File: src/rtl/hazard_unit.sv
// rtl/hazard_unit.sv - RV100 pipeline hazard unit: load-use, redirect and dmem-wait stall/flush control
module hazard_unit #(
  parameter int CNT_W    = 32,
  parameter int MAX_WAIT = 255,
  parameter int WAIT_W   = 8
) (
  input  logic             clk,
  input  logic             rst_n,
  input  logic [4:0]       ID_rs1,
  input  logic [4:0]       ID_rs2,
  input  logic [2:0]       ID_ValidReg,
  input  logic             ID_MemWrite,
  input  logic [4:0]       EX_rd,
  input  logic [2:0]       EX_ValidReg,
  input  logic             EX_MemRead,
  input  logic [4:0]       MEM_rd,
  input  logic [2:0]       MEM_ValidReg,
  input  logic             MEM_MemRead,
  input  logic             MEM_MemWrite,
  input  logic             EX_redirect,
  input  logic             dmem_ready,
  input  logic             cnt_clr,
  output logic             pc_stall,
  output logic             IF_ID_stall,
  output logic             IF_ID_flush,
  output logic             ID_EX_stall,
  output logic             ID_EX_flush,
  output logic             EX_MEM_stall,
  output logic             MEM_WB_flush,
  output logic [CNT_W-1:0] lu_stall_cnt,
  output logic [CNT_W-1:0] mem_wait_cnt,
  output logic [CNT_W-1:0] flush_cnt,
  output logic             mem_timeout
);

  typedef enum logic {ST_RUN, ST_WAIT} state_t;

  localparam logic [CNT_W-1:0]  CNT_MAX      = '1;
  localparam logic [WAIT_W-1:0] WAIT_LIMIT   = WAIT_W'(MAX_WAIT);
  localparam logic [WAIT_W-1:0] WAIT_TRIGGER = WAIT_W'(MAX_WAIT - 1);

  state_t            state_q, state_d;
  logic [WAIT_W-1:0] wait_q, wait_d;
  logic [CNT_W-1:0]  lu_cnt_q, lu_cnt_d;
  logic [CNT_W-1:0]  mw_cnt_q, mw_cnt_d;
  logic [CNT_W-1:0]  fl_cnt_q, fl_cnt_d;
  logic              timeout_q, timeout_d;

  logic mem_busy, ex_hit, mem_hit, load_use;
  logic ex_match, mem_match;
  logic redirect_win, lu_win;

  // Hazard detection; store data (rs2 of a store) is covered by the MEM-stage forward
  always_comb begin
    ex_match  = (ID_ValidReg[1] && (ID_rs1 == EX_rd)) ||
                (ID_ValidReg[2] && (ID_rs2 == EX_rd) && !ID_MemWrite);
    mem_match = (ID_ValidReg[1] && (ID_rs1 == MEM_rd)) ||
                (ID_ValidReg[2] && (ID_rs2 == MEM_rd) && !ID_MemWrite);
    mem_busy  = (MEM_MemRead || MEM_MemWrite) && !dmem_ready;
    ex_hit    = EX_MemRead && EX_ValidReg[0] && (EX_rd != 5'd0) && ex_match;
    mem_hit   = MEM_MemRead && MEM_ValidReg[0] && (MEM_rd != 5'd0) && mem_match;
    load_use  = ex_hit || mem_hit;
    redirect_win = !mem_busy && EX_redirect;
    lu_win       = !mem_busy && !EX_redirect && load_use;
  end

  // Priority-resolved pipeline controls, forced low while reset is held
  always_comb begin
    pc_stall     = 1'b0;
    IF_ID_stall  = 1'b0;
    IF_ID_flush  = 1'b0;
    ID_EX_stall  = 1'b0;
    ID_EX_flush  = 1'b0;
    EX_MEM_stall = 1'b0;
    MEM_WB_flush = 1'b0;
    if (rst_n) begin
      if (mem_busy) begin
        pc_stall     = 1'b1;
        IF_ID_stall  = 1'b1;
        ID_EX_stall  = 1'b1;
        EX_MEM_stall = 1'b1;
        MEM_WB_flush = 1'b1;
      end else if (redirect_win) begin
        IF_ID_flush  = 1'b1;
        ID_EX_flush  = 1'b1;
      end else if (lu_win) begin
        pc_stall     = 1'b1;
        IF_ID_stall  = 1'b1;
        ID_EX_flush  = 1'b1;
      end
    end
  end

  // Next state: wait FSM, wait counter, sticky timeout and saturating counters
  always_comb begin
    state_d   = state_q;
    wait_d    = wait_q;
    timeout_d = timeout_q;
    lu_cnt_d  = lu_cnt_q;
    mw_cnt_d  = mw_cnt_q;
    fl_cnt_d  = fl_cnt_q;

    case (state_q)
      ST_RUN: begin
        wait_d = '0;
        if (mem_busy) state_d = ST_WAIT;
      end
      ST_WAIT: begin
        if (!mem_busy) begin
          state_d = ST_RUN;
          wait_d  = '0;
        end else begin
          if (wait_q != WAIT_LIMIT) wait_d = wait_q + WAIT_W'(1);
          if (wait_q >= WAIT_TRIGGER) timeout_d = 1'b1;
        end
      end
      default: begin
        state_d = ST_RUN;
        wait_d  = '0;
      end
    endcase

    if (cnt_clr) begin
      timeout_d = 1'b0;
      lu_cnt_d  = '0;
      mw_cnt_d  = '0;
      fl_cnt_d  = '0;
    end else begin
      if (lu_win && lu_cnt_q != CNT_MAX)       lu_cnt_d = lu_cnt_q + CNT_W'(1);
      if (mem_busy && mw_cnt_q != CNT_MAX)     mw_cnt_d = mw_cnt_q + CNT_W'(1);
      if (redirect_win && fl_cnt_q != CNT_MAX) fl_cnt_d = fl_cnt_q + CNT_W'(1);
    end
  end

  // State registers with asynchronous reset
  always_ff @(posedge clk or negedge rst_n) begin
    if (!rst_n) begin
      state_q   <= ST_RUN;
      wait_q    <= '0;
      timeout_q <= 1'b0;
      lu_cnt_q  <= '0;
      mw_cnt_q  <= '0;
      fl_cnt_q  <= '0;
    end else begin
      state_q   <= state_d;
      wait_q    <= wait_d;
      timeout_q <= timeout_d;
      lu_cnt_q  <= lu_cnt_d;
      mw_cnt_q  <= mw_cnt_d;
      fl_cnt_q  <= fl_cnt_d;
    end
  end

  assign lu_stall_cnt = lu_cnt_q;
  assign mem_wait_cnt = mw_cnt_q;
  assign flush_cnt    = fl_cnt_q;
  assign mem_timeout  = timeout_q;

endmodule

File: config.mk
export PLATFORM = sky130hd
export DESIGN_NAME = hazard_unit
export DESIGN_NICKNAME = d
export VERILOG_FILES = /design/src/rtl/hazard_unit.sv
export SDC_FILE = /design/constraint.sdc
export NUM_CORES = 1
export LEC_CHECK = 0
export ABC_AREA = 1
export CORE_MARGIN = 5
export CORE_UTILIZATION = 40
export DETAILED_ROUTE_END_ITERATION = 6
export GPL_ROUTABILITY_DRIVEN = 0
export PLACE_DENSITY = 0.73
export SLEW_MARGIN = 10
export SYNTH_ARGS = -nofsm -noshare
export SYNTH_HDL_FRONTEND = slang
export SYNTH_SLANG_ARGS = --single-unit
File: constraint.sdc
create_clock -name clk -period 1.9 [get_ports clk]
set_input_delay 0.19 -clock clk [delete_from_list [all_inputs] [get_ports clk]]
set_output_delay 0.19 -clock clk [all_outputs]
set_load 0.02 [all_outputs]
==> qor.json, run 1 <==
{
  "setup_path": {
    "worst_setup_path_start": "lu_stall_cnt[0]$_DFFE_PN0P_",
    "critPathArrivalTime_ps": 2050,
    "critPathLaunchType": "register",
    "crit_path_max_fanout": 6,
    "worst_r2r_endpoint": "lu_stall_cnt[9]$_DFFE_PN0P_",
    "worst_flop_to_flop_path_startpoint": "lu_stall_cnt[0]$_DFFE_PN0P_",
    "critPathKind": "register to register",
    "worst_r2r_path_depth": 11,
    "cp-end-kind": "register",
    "critical_path_required_ps": 2140,
    "r2r_slack_ps": 90,
    "endpoint": "lu_stall_cnt[9]$_DFFE_PN0P_"
  },
  "power": {
    "power_leakage_nw": 4.78,
    "cellPowerDensity_nw_per_um2": 465,
    "ir_worst_vdd_uv": 432
  },
  "sta": {
    "period_minus_slack_ps": 1810,
    "worstMarginPinSlew_ps": 582,
    "timing.max_slew.rel_slack": 0.612,
    "finClkSkew_ps": 13.2,
    "rsz0062_at_grt": "true",
    "fmaxAchievable_mhz": 552,
    "setup_viol_count_final": 0,
    "final.period_utilization": 0.953,
    "finalHoldViolations": 0,
    "timing.final.max_slew_violations": 0
  },
  "floorplanning": {
    "core-area_sq_um": 18100,
    "core_rows": 49,
    "starting_density_of_the_core": 0.408,
    "die_w_um": 146,
    "die_height_um": 146,
    "fp.dieArea_sq_um": 21300,
    "number_of_top_level_pins": 142
  },
  "detailed_routing": {
    "remaining_drc_errors": 0,
    "drt_pre_antenna_iters": 6,
    "routed_via_density": 5.20,
    "detail_route.iter0.violations": 793,
    "num_vias": 8442,
    "postRouteWirelength_mm": 23.3,
    "route.detailed.wl_per_inst_um": 14.4,
    "final_antenna_net_count": 0
  },
  "clocking": {
    "tritoncts": "done",
    "clk_pin_slew_ps": 60,
    "numClockSinks": 106,
    "htreeDepth": 3,
    "cts_made_buffers": 9,
    "cts.path.max_buffers": 2,
    "clkLatencyLatePin_ps": 360,
    "clockRootBuffer": "clkbuf_16"
  },
  "global_routing": {
    "initial_antenna_violation_count": 0,
    "global_routing_usage_summed_across_all_routing_layers": 0.212,
    "gr-total-overflow": 0,
    "grt_max_degree": 107,
    "grt_first_pass_wirelength_mm": 37.9,
    "number_of_global_route_vias_before_repair": 7962
  },
  "synthesis": {
    "synth_sequential_area_ratio": 0.360,
    "ys.flop_type": "dfrtp_1",
    "yosys.area.top_type": "dfrtp_1",
    "synth.cell_area_sq_um": 7380,
    "async_sr_flop_fraction": 1.00,
    "ffs_latches_synth": 106,
    "synth_edf_count": 0,
    "netlist_top_cells_count": "nand2_1, nor2_1, inv_1",
    "ys_top_cells_by_area": "dfrtp_1, nand2_1, nor2_1",
    "post_synth_inst_count": 1150,
    "synth_top_area_share": 0.360,
    "most_repeated_cell_in_the_gate_level_netlist_after_synthesis": "nand2_1",
    "synth-warning-count": 0,
    "synth.lib_cells_used.distinct": 39,
    "mean_instance_size_in_the_synthesized_netlist_sq_um": 6.42,
    "mappedNetlistNets": 1193
  },
  "layout": {
    "n_antenna_cell": 0,
    "num-nets-final": 1432,
    "post-route-cell-area_sq_um": 10400,
    "synthToLayoutAreaGrowth_pct": 40.3,
    "drive_above_1_share": 0.145,
    "post-route-util": 0.572
  },
  "hold_path": {
    "worst_hold_startpoint": "cnt_clr",
    "hold_path_class": "primary input to register"
  },
  "place": {
    "port_buffers": 136,
    "post-dp-hpwl_mm": 17.5,
    "placed_area_sq_um": 9750
  },
  "outcome": {
    "outcome": "complete, no violations"
  },
  "job": {
    "maxCapViolations": 0
  }
}
[power by group]
| group | switching, W | internal [W] | total [W] |
|---|---|---|---|
| sequential | 0.0000189 | 0.00227 | 0.00229 |
| clock | 0.000888 | 0.00106 | 0.00195 |
| combinational | 0.000348 | 0.000221 | 0.000569 |
| total | 0.00125 | 0.00356 | 0.00481 |
[layer usage]
metal | wire length (um) | part of all wire | global-route usage | vias up
met1 | 10200 | 0.44 | 0.284 | 3902
met2 | 10900 | 0.47 | 0.352 | 342
met5 | 0 | 0 | 0 | -
li1 | - | - | - | 4154
met4 | 466 | 0.020 | 0.0613 | 0
met3 | 1750 | 0.075 | 0.0396 | 44
[sequential cells by signal, summed over array words and instances, names as in the netlist]
name,count
mem_wait_cnt,32
mem_timeout,1
state_q,1
wait_q,8
lu_stall_cnt,32
flush_cnt,32
[cells by family after synthesis]
family,Yosys count,share of synthesized area
DFF,106,0.360
AOI/OAI and AO/OA,91,0.0704
adders and majority gates,5,0.00848
buffers and inverters,164,0.0892
and+or+nand+nor,746,0.427
xor gates and xnor gates,38,0.0451
[worst min-delay path by stage]
stage / to / slack [ps] / depth (start not counted)
5_1_grt: mem_timeout$_DFFE_PN0P_ / 300 / 3
6_report: mem_timeout$_DFFE_PN0P_ / 280 / 3
3_3_place_gp: state_q$_DFF_PN0_ / 330 / 2
3_5_place_dp: wait_q[0]$_DFFE_PN0P_ / 330 / 2
4_1_cts: mem_timeout$_DFFE_PN0P_ / 270 / 3
2_1_floorplan: flush_cnt[0]$_DFFE_PN0P_ / -110 / 0
[cells in the final DEF (no fill, tap or decap), types with 9 or more instances in the layout]
master / synthesis / routed
buf_4: 6 / 114
dfrtp_1: 106 / 97
nor2_1: 178 / 167
dfrtp_2: 0 / 9
a21oi_1: 17 / 16
nand2_1: 367 / 359
dlymetal6s2s_1: 0 / 20
clkbuf_16: 0 / 10
xor2_1: 32 / 32
o21ai_0: 54 / 50
nand3_1: 102 / 101
nand4_1: 35 / 35
nor2_2: 3 / 13
clkdlybuf4s50_1: 0 / 107
inv_1: 127 / 125
nor3_1: 46 / 41
[through the flow]
step / total power, W / hold slack, ps / instances / setup TNS [ps] / setup slack [ps]
6_report: 0.00481 / 284 / 1623 / 0 / 89.6
5_1_grt: 0.00503 / 301 / 1623 / -915 / -62.8
4_1_cts: 0.00482 / 270 / 1615 / -17.6 / -17.6
3_5_place_dp: 0.00288 / 333 / 1597 / -9940 / -479
3_3_place_gp: 0.00287 / 334 / 1597 / -8630 / -423
2_1_floorplan: 0.00258 / -106 / 1150 / 0 / 7.90
[what timing repair did]
action	in CTS	in global routing
setup buffers	1	6
cloned	0	3
endpoints found under the hold margin	106	0
endpoints found under the setup margin	17	80
gates resized for setup	18	78
hold buffers	1	0
pin swaps	1	18
[worst max-delay path, stage by stage (launching register included)]
cell	delay (ps)
dfrtp_2	390
ha_4	150
nand2_2	80
nor2_4	150
nand3_2	90
nor2_2	130
nand4_1	150
nand3_2	160
nand2_4	110
clkbuf_16	190
nand2_1	50
nand2_1	50
[cell type report]
cell class                      instances  area (sq um)
Clock buffer                           12           246
Clock inverter                          4          51.3
Fill cell                            1695          7730
Inverter                              134           509
Multi-Input combinational cell        880          4210
Sequential cell                       106          2660
Tap cell                              229           287
Timing Repair Buffer                  257          2380
Timing Repair inverter                  1          7.51
Note: power is estimated with default switching activity, not from simulation.
==> run 2: changes to the inputs <==
Settings changed: CORE_MARGIN 5 to 2, HOLD_SLACK_MARGIN set to 0.08.
==> qor.json, run 2 (synthesis results as in run 1) <==
{
  "place": {
    "post-dp-hpwl": {"value": 16.9, "unit": "mm", "change": "was 17.5 mm"},
    "placed_area": {"value": 9730, "unit": "sq um", "change": "was 9750 sq um"},
    "dp_slack": {"value": -479, "unit": "ps", "change": "about the same"},
    "port_buffers": {"value": 136, "change": "unchanged"}
  },
  "clocking": {
    "tritoncts": {"value": "done", "change": "unchanged"},
    "clockRootBuffer": {"value": "clkbuf_16", "change": "unchanged"},
    "clkLatencyLatePin": {"value": 360, "unit": "ps", "change": "about the same"},
    "clk_pin_slew": {"value": 70, "unit": "ps", "change": "was 60 ps"},
    "numClockSinks": {"value": 106, "change": "unchanged"},
    "htreeDepth": {"value": 3, "change": "unchanged"},
    "cts.path.max_buffers": {"value": 2, "change": "unchanged"},
    "cts_made_buffers": {"value": 9, "change": "unchanged"}
  },
  "setup_path": {
    "critical_path_required": {"value": 2150, "unit": "ps", "change": "was 2140 ps"},
    "r2r_slack": {"value": 100, "unit": "ps", "change": "was 90 ps"},
    "worst_flop_to_flop_path_startpoint": {"value": "lu_stall_cnt[1]$_DFFE_PN0P_", "change": "was lu_stall_cnt[0]$_DFFE_PN0P_"},
    "critPathKind": {"value": "register to register", "change": "unchanged"},
    "worst_setup_path_start": {"value": "lu_stall_cnt[1]$_DFFE_PN0P_", "change": "was lu_stall_cnt[0]$_DFFE_PN0P_"},
    "critPathArrivalTime": {"value": 2050, "unit": "ps", "change": "about the same"},
    "worst_r2r_path_depth": {"value": 11, "change": "unchanged"},
    "worst_r2r_endpoint": {"value": "lu_stall_cnt[10]$_DFFE_PN0P_", "change": "was lu_stall_cnt[9]$_DFFE_PN0P_"},
    "critPathLaunchType": {"value": "register", "change": "unchanged"},
    "cp-end-kind": {"value": "register", "change": "unchanged"},
    "crit_path_max_fanout": {"value": 23, "change": "was 6"}
  },
  "hold_path": {
    "hold_path_class": {"value": "primary input to register", "change": "unchanged"},
    "worst_hold_startpoint": {"value": "cnt_clr", "change": "unchanged"},
    "min_path_cells": {"value": 4, "change": "was 3"},
    "hold_path_end": {"value": "mem_wait_cnt[0]$_DFFE_PN0P_", "change": "was mem_timeout$_DFFE_PN0P_"}
  },
  "power": {
    "ir_worst_vdd": {"value": 469, "unit": "uV", "change": "was 432 uV"},
    "cellPowerDensity": {"value": 483, "unit": "nW/um^2", "change": "was 465 nW/um^2"},
    "power_leakage": {"value": 4.76, "unit": "nW", "change": "was 4.78 nW"}
  },
  "detailed_routing": {
    "final_antenna_net_count": {"value": 0, "change": "unchanged"},
    "routed_via_density": {"value": 5.16, "change": "was 5.20"},
    "num_vias": {"value": 8327, "change": "was 8442"},
    "remaining_drc_errors": {"value": 0, "change": "unchanged"},
    "drt_pre_antenna_iters": {"value": 7, "change": "was 6"},
    "postRouteWirelength": {"value": 22.8, "unit": "mm", "change": "was 23.3 mm"},
    "detail_route.iter0.violations": {"value": 673, "change": "was 793"},
    "route.detailed.wl_per_inst": {"value": 14.1, "unit": "um", "change": "was 14.4 um"}
  },
  "layout": {
    "num-nets-final": {"value": 1424, "change": "was 1432"},
    "most-common-layout-cells": {"value": "nand2_1, nor2_1, inv_1", "change": "unchanged"},
    "synthToLayoutAreaGrowth": {"value": 39.0, "unit": "%", "change": "was 40.3%"},
    "drive_above_1_share": {"value": 0.140, "change": "was 0.145"},
    "layout.cells.most_common": {"value": "nand2_1", "change": "unchanged"},
    "n_antenna_cell": {"value": 0, "change": "unchanged"},
    "post-route-cell-area": {"value": 10300, "unit": "sq um", "change": "was 10400 sq um"}
  },
  "job": {
    "maxCapViolations": {"value": 0, "change": "unchanged"}
  },
  "floorplanning": {
    "die_height": {"value": 140, "unit": "um", "change": "was 146 um"},
    "fp.dieArea": {"value": 19500, "unit": "sq um", "change": "was 21300 sq um"},
    "die_w": {"value": 140, "unit": "um", "change": "was 146 um"},
    "starting_density_of_the_core": {"value": 0.409, "change": "was 0.408"},
    "number_of_top_level_pins": {"value": 142, "change": "unchanged"},
    "core-area": {"value": 18000, "unit": "sq um", "change": "was 18100 sq um"},
    "core_rows": {"value": 49, "change": "unchanged"}
  },
  "sta": {
    "period_minus_slack": {"value": 1800, "unit": "ps", "change": "was 1810 ps"},
    "finClkSkew": {"value": 10.5, "unit": "ps", "change": "was 13.2 ps"},
    "fmaxAchievable": {"value": 557, "unit": "MHz", "change": "was 552 MHz"},
    "timing.final.max_slew_violations": {"value": 0, "change": "unchanged"},
    "setup_viol_count_final": {"value": 0, "change": "unchanged"},
    "timing.max_slew.rel_slack": {"value": 0.605, "change": "was 0.612"},
    "finalHoldViolations": {"value": 0, "change": "unchanged"},
    "setup_slack": {"value": 103, "unit": "ps", "change": "was 89.6 ps"},
    "final.period_utilization": {"value": 0.946, "change": "was 0.953"},
    "worstMarginPinSlew": {"value": 593, "unit": "ps", "change": "was 582 ps"}
  },
  "global_routing": {
    "grt_max_degree": {"value": 107, "change": "unchanged"},
    "grt_first_pass_wirelength": {"value": 37.2, "unit": "mm", "change": "was 37.9 mm"},
    "grtUsageMet1": {"value": 0.323, "change": "was 0.284"},
    "gr-total-overflow": {"value": 0, "change": "unchanged"},
    "initial_antenna_violation_count": {"value": 0, "change": "unchanged"},
    "gr-max-usage-layer": {"value": "met2", "change": "unchanged"},
    "globalRouteMet3Util": {"value": 0.0275, "change": "was 0.0396"},
    "grt_use_met2": {"value": 0.371, "change": "was 0.352"},
    "global_routing_usage_summed_across_all_routing_layers": {"value": 0.231, "change": "was 0.212"},
    "number_of_global_route_vias_before_repair": {"value": 7797, "change": "was 7962"}
  },
  "outcome": {
    "outcome": {"value": "complete, no violations", "change": "unchanged"}
  }
}
run 2: cell count changes in the layout (fill, tap and decap cells not counted), moves of 3 or more:
cell,before,now
nand2_2,7,11
clkdlybuf4s15_1,3,0
clkinvlp_4,3,0
dlygate4sd2_1,1,4
nand2_4,3,0
run 2: how the worst max path moves through the flow:
stage	cells after the start	slack [ps]	end
after floorplan	11	8	mem_wait_cnt[21]$_DFFE_PN0P_
after global placement	12	-430	IF_ID_stall
after detailed placement	12	-480	pc_stall
after CTS	12	-20	pc_stall
after global routing	11	-20	IF_ID_stall
final	11	100	lu_stall_cnt[10]$_DFFE_PN0P_
run 2: what timing repair did:
action	4_1_cts	5_1_grt
resized for setup	20	64
setup endpoints to repair	19	69
pin swaps	2	18
hold buffers	1	0
setup buffers	2	2
hold endpoints to repair	106	0
run 2: routing by layer:
layer  share of wire  routed length (um)
met1            0.47               10600
met2            0.46               10400
met3           0.053                1220
met4           0.023                 535
met5               0                   0
run 2: where the power goes:
| group | switching [W] | internal, W |
|---|---|---|
| clock | 0.000875 | 0.00123 |
| combinational | 0.000343 | 0.000215 |
| sequential | 0.0000165 | 0.00227 |
run 2: through the flow:
stage | cells | util | power [W] | setup TNS, ps | hold slack (ps)
2_1_floorplan | 1150 | - | 0.00258 | 0 | -106
4_1_cts | 1613 | 0.559 | 0.00498 | -30.0 | 315
3_3_place_gp | 1594 | 0.540 | 0.00288 | -9160 | 332
3_5_place_dp | 1594 | 0.540 | 0.00289 | -9780 | 337
6_report | 1615 | 0.569 | 0.00495 | 0 | 310
5_1_grt | 1615 | 0.569 | 0.00515 | -30.1 | 357
run 2: layout make-up:
class | instances | area (sq um)
Inverter | 134 | 505
Clock inverter | 2 | 60.1
Fill cell | 1756 | 7770
Clock buffer | 14 | 264
Tap cell | 229 | 287
Timing Repair Buffer | 250 | 2300
Sequential cell | 106 | 2660
Multi-Input combinational cell | 880 | 4180
run 2: worst max-delay path, cell delays in order (launching register included):
cell	delay [ps]
dfrtp_2	370
ha_1	180
nand2_2	90
nor2_4	140
nand3_2	90
nor2_2	130
nand4_1	150
nand3_2	140
nand2_2	90
buf_12	180
nand2_1	70
nand2_1	60
